[src/rtl/twos_to_sign_magnitude.sv]
// Bit-serial two's-complement to sign-magnitude converter.
// Walks the operand LSB first. Bits are copied until the first 1 is seen,
// and every later bit is inverted, but only for negative operands.
//
//   state | meaning
//   IDLE  | waiting for Start, last results held on the outputs
//   SHIFT | converting one bit per edge, N edges in total
//   DONE  | one-cycle Done pulse, then back to IDLE
module twos_to_sign_magnitude #(
  parameter int N = 8
) (
  input  logic         Clk,
  input  logic         Reset,
  input  logic         Start,
  input  logic [N-1:0] In,
  output logic         Busy,
  output logic         Done,
  output logic         Sign,
  output logic [N-1:0] Mag,
  output logic         MinNeg
);

  localparam int CW = $clog2(N);

  localparam logic [1:0] IDLE  = 2'd0;
  localparam logic [1:0] SHIFT = 2'd1;
  localparam logic [1:0] DONE  = 2'd2;

  logic [1:0]    state;
  logic [N-1:0]  sreg;
  logic [N-1:0]  res;
  logic [CW-1:0] cnt;
  logic          seen;
  logic          sgn;

  logic          out_bit;
  logic          last_bit;
  logic [N-1:0]  res_next;

  // Current output bit and the result register as it will look after this shift.
  always_comb begin
    out_bit  = (sgn & seen) ? ~sreg[0] : sreg[0];
    res_next = {out_bit, res[N-1:1]};
    last_bit = (cnt == CW'(N-1));
  end

  // Sequencing, serial datapath and registered outputs.
  always_ff @(posedge Clk or posedge Reset) begin
    if (Reset) begin
      state  <= IDLE;
      sreg   <= '0;
      res    <= '0;
      cnt    <= '0;
      seen   <= 1'b0;
      sgn    <= 1'b0;
      Busy   <= 1'b0;
      Done   <= 1'b0;
      Sign   <= 1'b0;
      Mag    <= '0;
      MinNeg <= 1'b0;
    end else begin
      case (state)
        IDLE: begin
          Done <= 1'b0;
          if (Start) begin
            sreg  <= In;
            sgn   <= In[N-1];
            seen  <= 1'b0;
            cnt   <= '0;
            res   <= '0;
            Busy  <= 1'b1;
            state <= SHIFT;
          end
        end
        SHIFT: begin
          sreg <= sreg >> 1;
          res  <= res_next;
          seen <= seen | sreg[0];
          cnt  <= cnt + CW'(1);
          if (last_bit) begin
            // Before this edge, seen covers bits 0..N-2 only. If none of
            // them was 1, a negative operand is the most negative value.
            Mag    <= res_next;
            Sign   <= sgn;
            MinNeg <= sgn & ~seen;
            Done   <= 1'b1;
            state  <= DONE;
          end
        end
        DONE: begin
          Done  <= 1'b0;
          Busy  <= 1'b0;
          state <= IDLE;
        end
        default: begin
          Done  <= 1'b0;
          Busy  <= 1'b0;
          state <= IDLE;
        end
      endcase
    end
  end

endmodule

[config.mk]
export PLATFORM = sky130hd
export DESIGN_NAME = twos_to_sign_magnitude
export DESIGN_NICKNAME = d
export VERILOG_FILES = /design/src/rtl/twos_to_sign_magnitude.sv
export SDC_FILE = /design/constraint.sdc
export NUM_CORES = 1
export LEC_CHECK = 0
export ABC_AREA = 0
export CAP_MARGIN = 5
export CELL_PAD_IN_SITES_DETAIL_PLACEMENT = 1
export CELL_PAD_IN_SITES_GLOBAL_PLACEMENT = 1
export CORE_AREA = 2 2 63 65
export CTS_CLUSTER_DIAMETER = 30
export DETAILED_ROUTE_END_ITERATION = 16
export DIE_AREA = 0 0 65 67
export PLACE_DENSITY = 0.8
export SYNTH_ARGS = -nofsm -noshare
export SYNTH_HDL_FRONTEND = slang
export SYNTH_SLANG_ARGS = --single-unit
[constraint.sdc]
create_clock -name Clk -period 1.6 [get_ports Clk]
set_input_delay 0.32 -clock Clk [delete_from_list [all_inputs] [get_ports Clk]]
set_output_delay 0.32 -clock Clk [all_outputs]
set_load 0.05 [all_outputs]
# After elaboration in Yosys (flattened, before gate mapping)

Cells that the tools add are included.

Equal/unequal tests: 4
Multiplexer cells: 16
Reductions and logical operators: 7
$add $sub $neg: 1
Bitwise logic cells: 6

Operators by type and width:

| cell                | number |
|---|---|
| $pmux 8 s2          | 2 |
| $mux 8              | 2 |
| $reduce_and 2->1    | 5 |
| $pmux 3 s2          | 1 |
| $mux 1              | 5 |
| $mux 2              | 2 |
| $ne 2x2->1 const B  | 2 |
| $pmux 1 s2          | 2 |
| $pmux 2 s2          | 1 |
| $add 3x1->3 const B | 1 |
| $eq 3x3->1 const B  | 1 |
| $mux 3              | 1 |
| $not 1->1           | 3 |
| $and 1x1->1         | 2 |
| $eq 2x1->1 const B  | 1 |
| $logic_not 2->1     | 1 |
| $reduce_bool 2->1   | 1 |
| $or 1x1->1          | 1 |

Word-level logic and storage cells: 45
Register bits: 35
Input port bits: 11

# Logic depth before layout (Yosys ltp)

Gate-level depths: netlist (run 1).

Depth in word-level cells: 3
Gate-level depth with buffers: 6

# Worst setup path before layout (run 1)

OpenSTA, ideal clock, no wires.

Path kind: register to register
Start point: reg cnt[0]
End point: reg Mag[0]
Period minus slack after synthesis: 1.443 ns
Arrival: 1.318 ns
Cell stages (with the launch flop): 6
Setup slack: 0.157 ns
Buffers on the path: 1
Required time: 1.475 ns
Path through: dfrtp_1 > ha_1 > ha_1 > nand3b_4 > buf_6 > mux2_4

Word-level cells in the longest chain between the ends: 2

Ends and longest elaborated chain:

| what                              | RTL line | RTL |
|---|---|---|
| start, declared                   | 32       | `logic [CW-1:0] cnt;` |
| start signal, assigned            | 79       | `cnt <= cnt + CW'(1);` |
| $eq 3x3->1                        | 44       | `last_bit = (cnt == CW'(N-1));` |
| $reduce_and 2->1 (no source line) | -        |  |
| end signal, assigned              | 83       | `Mag <= res_next;` |
| end, declared                     | 19       | `output logic [N-1:0] Mag,` |

Every way passes these cells.
A chain may end at the register's enable or synchronous reset.

# Worst setup path in the final report (run 1)

Start point: reg cnt[0]
End point: reg Mag[4]

Same word-level chain as after synthesis.

==> results of run 1 <==
==> registers in the layout, indices dropped and copies added, names as in the netlist <==
| signal | count |
|---|---|
| state | 2 |
| MinNeg | 1 |
| Busy | 1 |
| Sign | 1 |
| seen | 1 |
| Mag | 8 |
| sgn | 1 |
| sreg | 8 |
| Done | 1 |
| res | 7 |
| cnt | 3 |
==> worst max-delay path, stage by stage, from the launching register on <==
cell and delay [ps]:
dfrtp_1 390, ha_1 210, ha_1 230, nand3b_4 210
mux2_2 360
==> layer usage <==
metal	routed length, um	global-route usage (%)	up-vias
met5	0	0	-
met4	93	11.7	0
met3	100	3.38	6
met2	1520	26.5	19
met1	1320	18.1	476
li1	-	-	467
==> final timing paths <==
path / start / cells past startpoint / end / slack (ps)
worst min register to register: Mag[7] / 2 / Mag[7] / 490
worst max register to register: cnt[0] / 4 / Mag[4] / 80
worst min-delay path: Reset / 3 / sreg[6] / 430
max in group asynchronous: Reset / 3 / state[1] / 860
min in group Clk: Mag[7] / 2 / Mag[7] / 490
worst max-delay path: cnt[0] / 4 / Mag[4] / 80
==> cell families after synthesis <==
logic type               after synthesis  synth area share, %
flip-flops                            34                 57.9
AO/OA/AOI/OAI                         32                 15.6
AND/OR/NAND/NOR                       29                 10.9
buffers and inverters                 12                 5.11
multiplexers                           9                 8.18
adder cells (fa/ha/maj)                2                 1.70
XOR/XNOR                               1                0.596
==> synthesized netlist by cell type, drive strengths merged, types with 2 or more instances <==
library cell   n  area (um^2)
a21oi          9         45.0
a22o           9         78.8
buf            7         56.3
dfrtp         34          851
ha             2         25.0
inv            5         18.8
mux2           9          120
nand2          7         26.3
nand2b         4         32.5
nor2          11         43.8
nor2b          6         37.5
o21ai          4         20.0
o22a           6         52.6
==> cells in the final DEF, fill, tap and decap left out, types with 5 or more instances in the layout <==
master           count
clkbuf_8             5
a21oi_1              9
nor2b_1              5
o22a_1               6
buf_4               14
dfrtp_1             34
nand2_1              7
clkdlybuf4s50_1     10
a22o_1               9
nor2_1              10
mux2_4               5
==> power groups by stage <==
| stage | Combinational [mW] | Clock [mW] | Sequential, mW |
|---|---|---|---|
| after floorplan | 0.908 | 0 | 1.92 |
| after global placement | 1.78 | 0 | 1.55 |
| after detailed placement | 1.85 | 0 | 1.58 |
| after CTS | 1.86 | 0.595 | 1.58 |
| after global routing | 1.97 | 0.633 | 1.63 |
| final | 1.83 | 0.580 | 1.58 |
==> metrics by stage <==
stage	hold WS (ps)	power [mW]	setup slack, ps	setup TNS [ps]
finish	434	3.99	81.4	0
global route	479	4.24	3.81	0
CTS	454	4.03	50.4	0
detailed placement	485	3.43	-34.4	-37.2
global placement	463	3.32	43.0	0
floorplan	453	2.83	157	0
==> what timing repair did <==
item                                    4_1_cts  5_1_grt
endpoints found under the setup margin        0        1
gates resized for setup                       0        1
endpoints found under the hold margin         0        0
==> area by class of cell <==
cell class                      count  share of cell area, %
Sequential cell                    34                   46.3
Multi-Input combinational cell     73                   29.7
Timing Repair Buffer               28                   15.5
Clock buffer                        5                   3.74
Tap cell                           48                   3.27
Inverter                            5                   1.02
Clock inverter                      2                  0.544
==> summary.txt, run 1 <==
Clock tree
  • # Post-CTS Setup Buffers: 0
  • CTS Hold Bufs: 0
  • Htree depth: 2
  • Clk_lat worst skew: 280 ps
  • CTS root buf: clkbuf_8
  • Num CTS Buffers: 5
  • Clk slew on worst S/H paths: 70 ps
  • CTS tree: done
  • CTS max path bufs: 2
  • Clock sink total: 34

Route
  • Wire length per cell: 15.5 um
  • Starting DRC count in detailed routing: 50
  • DRT Wirelength: 3030 um
  • Remaining DRCs: 0
  • Vias/cell: 4.96
  • TritonRoute pass-1 iters: 4
  • Antenna Nets Post-Route: 0
  • Via count: 968

Floorplanning
  • Rows: 22
  • Initial Utilization: 40.7%
  • Die W: 65 um
  • Die area: 0.00436 mm^2
  • Core area: 0.00361 mm^2
  • I/O Pins: 23
  • DIE HEIGHT: 67 um

Timing
  • Final period demand of the worst path: 1520 ps
  • Slew Viols, Final: 0
  • Worst clock skew: 6.16 ps
  • Final Setup Violations: 0
  • Achievable Freq: 658 MHz
  • RSZ-0062 raised after global routing: no
  • Final Hold Viols: 0
  • Measured slew at the worst slew-check pin: 416 ps
  • Slew headroom: 72.3%
  • Final Cycle Share: 94.9%

Power
  • P_leak: 0.885 nW
  • Internal Dissipation: 2.39 mW
  • Clk pwr share: 14.5%
  • Sw Ratio: 40.1%
  • Combinational power share: 46.0%
  • Net switching power: 1.60 mW
  • Power density over the cells: 2170 mW/mm^2
  • VDD IR max: 809 uV
  • Sequential power share: 39.5%

Worst hold path
  • HP Class: input pin to async pin

Placement
  • Global placer's final weighted congestion: 0.729
  • Detail Placement HPWL: 2140 um
  • Placed cell areas: 0.00176 mm^2
  • Dpl cells: 188
  • Port Buffers: 22

Setup path
  • CP Capture Type: flip-flop
  • CP max FO: 13
  • Worst EP required: 1770 ps
  • CP Launch Type: flip-flop
  • Arr. time, crit path: 1690 ps
  • Critical Setup Path Class: flip-flop to flip-flop

Global route
  • GRT Residual Overflow: 0
  • Initial antenna violation count: 0
  • Vias in the first global route: 1063
  • First-pass GRT wire length: 4990 um
  • Largest net degree at the start of global routing: 35
  • GRT Total Usage: 16.0%

Finish
  • Layout cells sized above 1: 25.9%
  • Multi-input gate area: 546 um^2
  • Final Cell Area: 0.00184 mm^2
  • N_diodes: 0
  • FF+latch area: 851 um^2
  • # nets final: 160
  • Fillers: 392
  • Util after Layout: 51.0%
  • Fin cells: 195
  • Area added between synthesis and finish: 25.2%

Logic synthesis
  • Async SR Flop Fraction: 100%
  • Seq/Total Area, Yosys: 57.9%
  • Warning count from the yosys run: 0
  • Post-synth EDFFs: 0
  • Synthesized area: 0.00147 mm^2
  • Synth Register Bits: 34
  • Synth cell types: 27
  • Post-synthesis average cell area: 12.3 um^2
  • Post-synthesis cell count: 119
  • Top FF cell, synth: dfrtp_1
  • Syn nets: 132

Flow run
  • Max Cap Viol: 0

Outcome
  • Status: finished, final reports clean
Note: power is estimated with default switching activity, not from simulation.
==> run 2: changes to the inputs <==
--- a/config.mk
+++ b/config.mk
@@ -9,10 +9,10 @@
 export CAP_MARGIN = 5
 export CELL_PAD_IN_SITES_DETAIL_PLACEMENT = 1
 export CELL_PAD_IN_SITES_GLOBAL_PLACEMENT = 1
-export CORE_AREA = 2 2 63 65
+export CORE_AREA = 2 2 60 68
 export CTS_CLUSTER_DIAMETER = 30
 export DETAILED_ROUTE_END_ITERATION = 16
-export DIE_AREA = 0 0 65 67
+export DIE_AREA = 0 0 62 70
 export PLACE_DENSITY = 0.8
 export SYNTH_ARGS = -nofsm -noshare
 export SYNTH_HDL_FRONTEND = slang
==> run 2 against run 1 <==
Setup slack gained 50 ps. Cell area shrank 0.27%. Non-clock buffer count grew 2. Clock skew shrank 4.7 ps.
==> summary.txt, run 2 (synthesis gave the netlist of run 1 again) <==
Global route
  • Largest net degree at the start of global routing: 35
  • First-pass GRT wire length: 5100 um
  • GRT Total Usage: 15.7%
  • Initial antenna violation count: 0
  • Vias in the first global route: 1084
  • GRT Residual Overflow: 0

Worst hold path
  • HP Class: input pin to async pin

Power
  • Power density over the cells: 2150 mW/mm^2
  • Design Power: 3.94 mW
  • Sw Ratio: 40.1%
  • VDD IR max: 777 uV
  • P_leak: 0.882 nW
  • Clk pwr share: 16.3%
  • Combinational power share: 44.0%
  • Net switching power: 1.58 mW
  • Internal Dissipation: 2.36 mW
  • Sequential power share: 39.6%

Route
  • Wire length per cell: 14.9 um
  • TritonRoute pass-1 iters: 4
  • Starting DRC count in detailed routing: 10
  • Remaining DRCs: 0
  • DRT Wirelength: 3020 um
  • Vias/cell: 5.00
  • Via count: 1010
  • Antenna Nets Post-Route: 0

Setup path
  • CP Capture Type: flip-flop
  • Worst reg2reg path endpoint: Mag[2]
  • R2R setup slack: 130 ps
  • Reg-to-Reg Start: cnt[0]
  • Worst Reg-to-Reg Cells: 4
  • Arr. time, crit path: 1640 ps
  • Critical Setup Path Class: flip-flop to flip-flop
  • CP Launch Type: flip-flop
  • Worst EP required: 1770 ps
  • CP max FO: 9

Floorplanning
  • I/O Pins: 23
  • Die area: 0.00434 mm^2
  • Initial Utilization: 39.1%
  • Die W: 62 um
  • DIE HEIGHT: 70 um
  • Rows: 24
  • Core area: 0.00375 mm^2

Finish
  • N_diodes: 0
  • Util after Layout: 48.9%
  • Top flop regs: Mag x8, sreg x8, res x7
  • Commonest non-fill, non-tap cell in the layout: dfrtp_1
  • Layout cells sized above 1: 26.7%
  • # nets final: 162
  • Fin cells: 202
  • Area added between synthesis and finish: 24.9%
  • Most frequent cells in the layout: dfrtp_1, buf_4, nor2_1, clkdlybuf4s50_1
  • Fillers: 415

Clock tree
  • # Post-CTS Setup Buffers: 0
  • Num CTS Buffers: 5
  • Clock sink total: 34
  • CTS tree: done
  • CTS max path bufs: 2
  • CTS Hold Bufs: 0
  • Htree depth: 2
  • Clk_lat worst skew: 280 ps
  • Clk slew on worst S/H paths: 70 ps
  • CTS root buf: clkbuf_8

Timing
  • Final Hold Viols: 0
  • Fin Setup TNS: 0 ps
  • Slew Viols, Final: 0
  • Final Cycle Share: 91.8%
  • Worst clock skew: 1.47 ps
  • Final period demand of the worst path: 1470 ps
  • Achievable Freq: 681 MHz
  • RSZ-0062 raised after global routing: no
  • Final Setup Violations: 0
  • Measured slew at the worst slew-check pin: 471 ps
  • Slew headroom: 68.6%

Flow run
  • Max Cap Viol: 0

Placement
  • Detail Placement HPWL: 2210 um
  • Global placer's final weighted congestion: 0.729
  • Port Buffers: 22
  • Dpl cells: 194

Outcome
  • Status: finished, final reports clean
## run 2: cell count changes in the layout (fill, tap and decap cells not counted), sizes merged
| cell | before | now |
|---|---|---|
| clkinv | 2 | 1 |
| buf | 18 | 20 |
| clkbuf | 5 | 7 |
## run 2: power by group through the flow
stage,clock (mW),combinational (mW),sequential (mW)
after global routing,0.701,1.89,1.62
final,0.644,1.74,1.56
after CTS,0.664,1.76,1.57
after detailed placement,0,1.75,1.58
after floorplan,0,0.908,1.92
after global placement,0,1.68,1.55
## run 2: worst max-delay path, cell delays in order (launching register included)
cell and delay (ps):
dfrtp_1 410, ha_1 210, ha_2 210, nand3b_4 180
mux2_2 350
## run 2: per-stage QoR
step	cell area [um^2]	setup slack (ps)	hold WS, ps
after floorplan	1470	157	453
after global placement	1740	52.5	469
after detailed placement	1740	-65.8	486
after CTS	1830	42.4	395
after global routing	1830	47.5	400
final	1830	132	379
## run 2: worst max-delay path by stage
stage,startpoint,end
floorplan,cnt[0],Mag[0]
global placement,Start,sreg[2]
detailed placement,Start,sreg[5]
CTS,cnt[0],Mag[2]
global route,cnt[0],Mag[7]
finish,cnt[0],Mag[2]
## run 2: repair_timing
action	CTS	global route
endpoints found under the setup margin	0	1
hold endpoints to repair	0	0
gates resized for setup	0	1
## run 2: final cells by class
| class | instances | area, um^2 | share of cell area [%] |
|---|---|---|---|
| Sequential cell | 34 | 851 | 46.4 |
| Multi-Input combinational cell | 73 | 546 | 29.7 |
| Timing Repair Buffer | 30 | 263 | 14.3 |
| Clock buffer | 7 | 86.3 | 4.71 |
| Tap cell | 52 | 65.1 | 3.55 |
| Inverter | 5 | 18.8 | 1.02 |
| Clock inverter | 1 | 5.00 | 0.273 |
## run 2: metal layers
metal	vias up	GRT usage (%)	wire, um
li1	472	-	-
met1	508	18.6	1260
met2	25	26.4	1560
met3	5	4.07	144
met4	0	5.91	55
met5	-	0	0
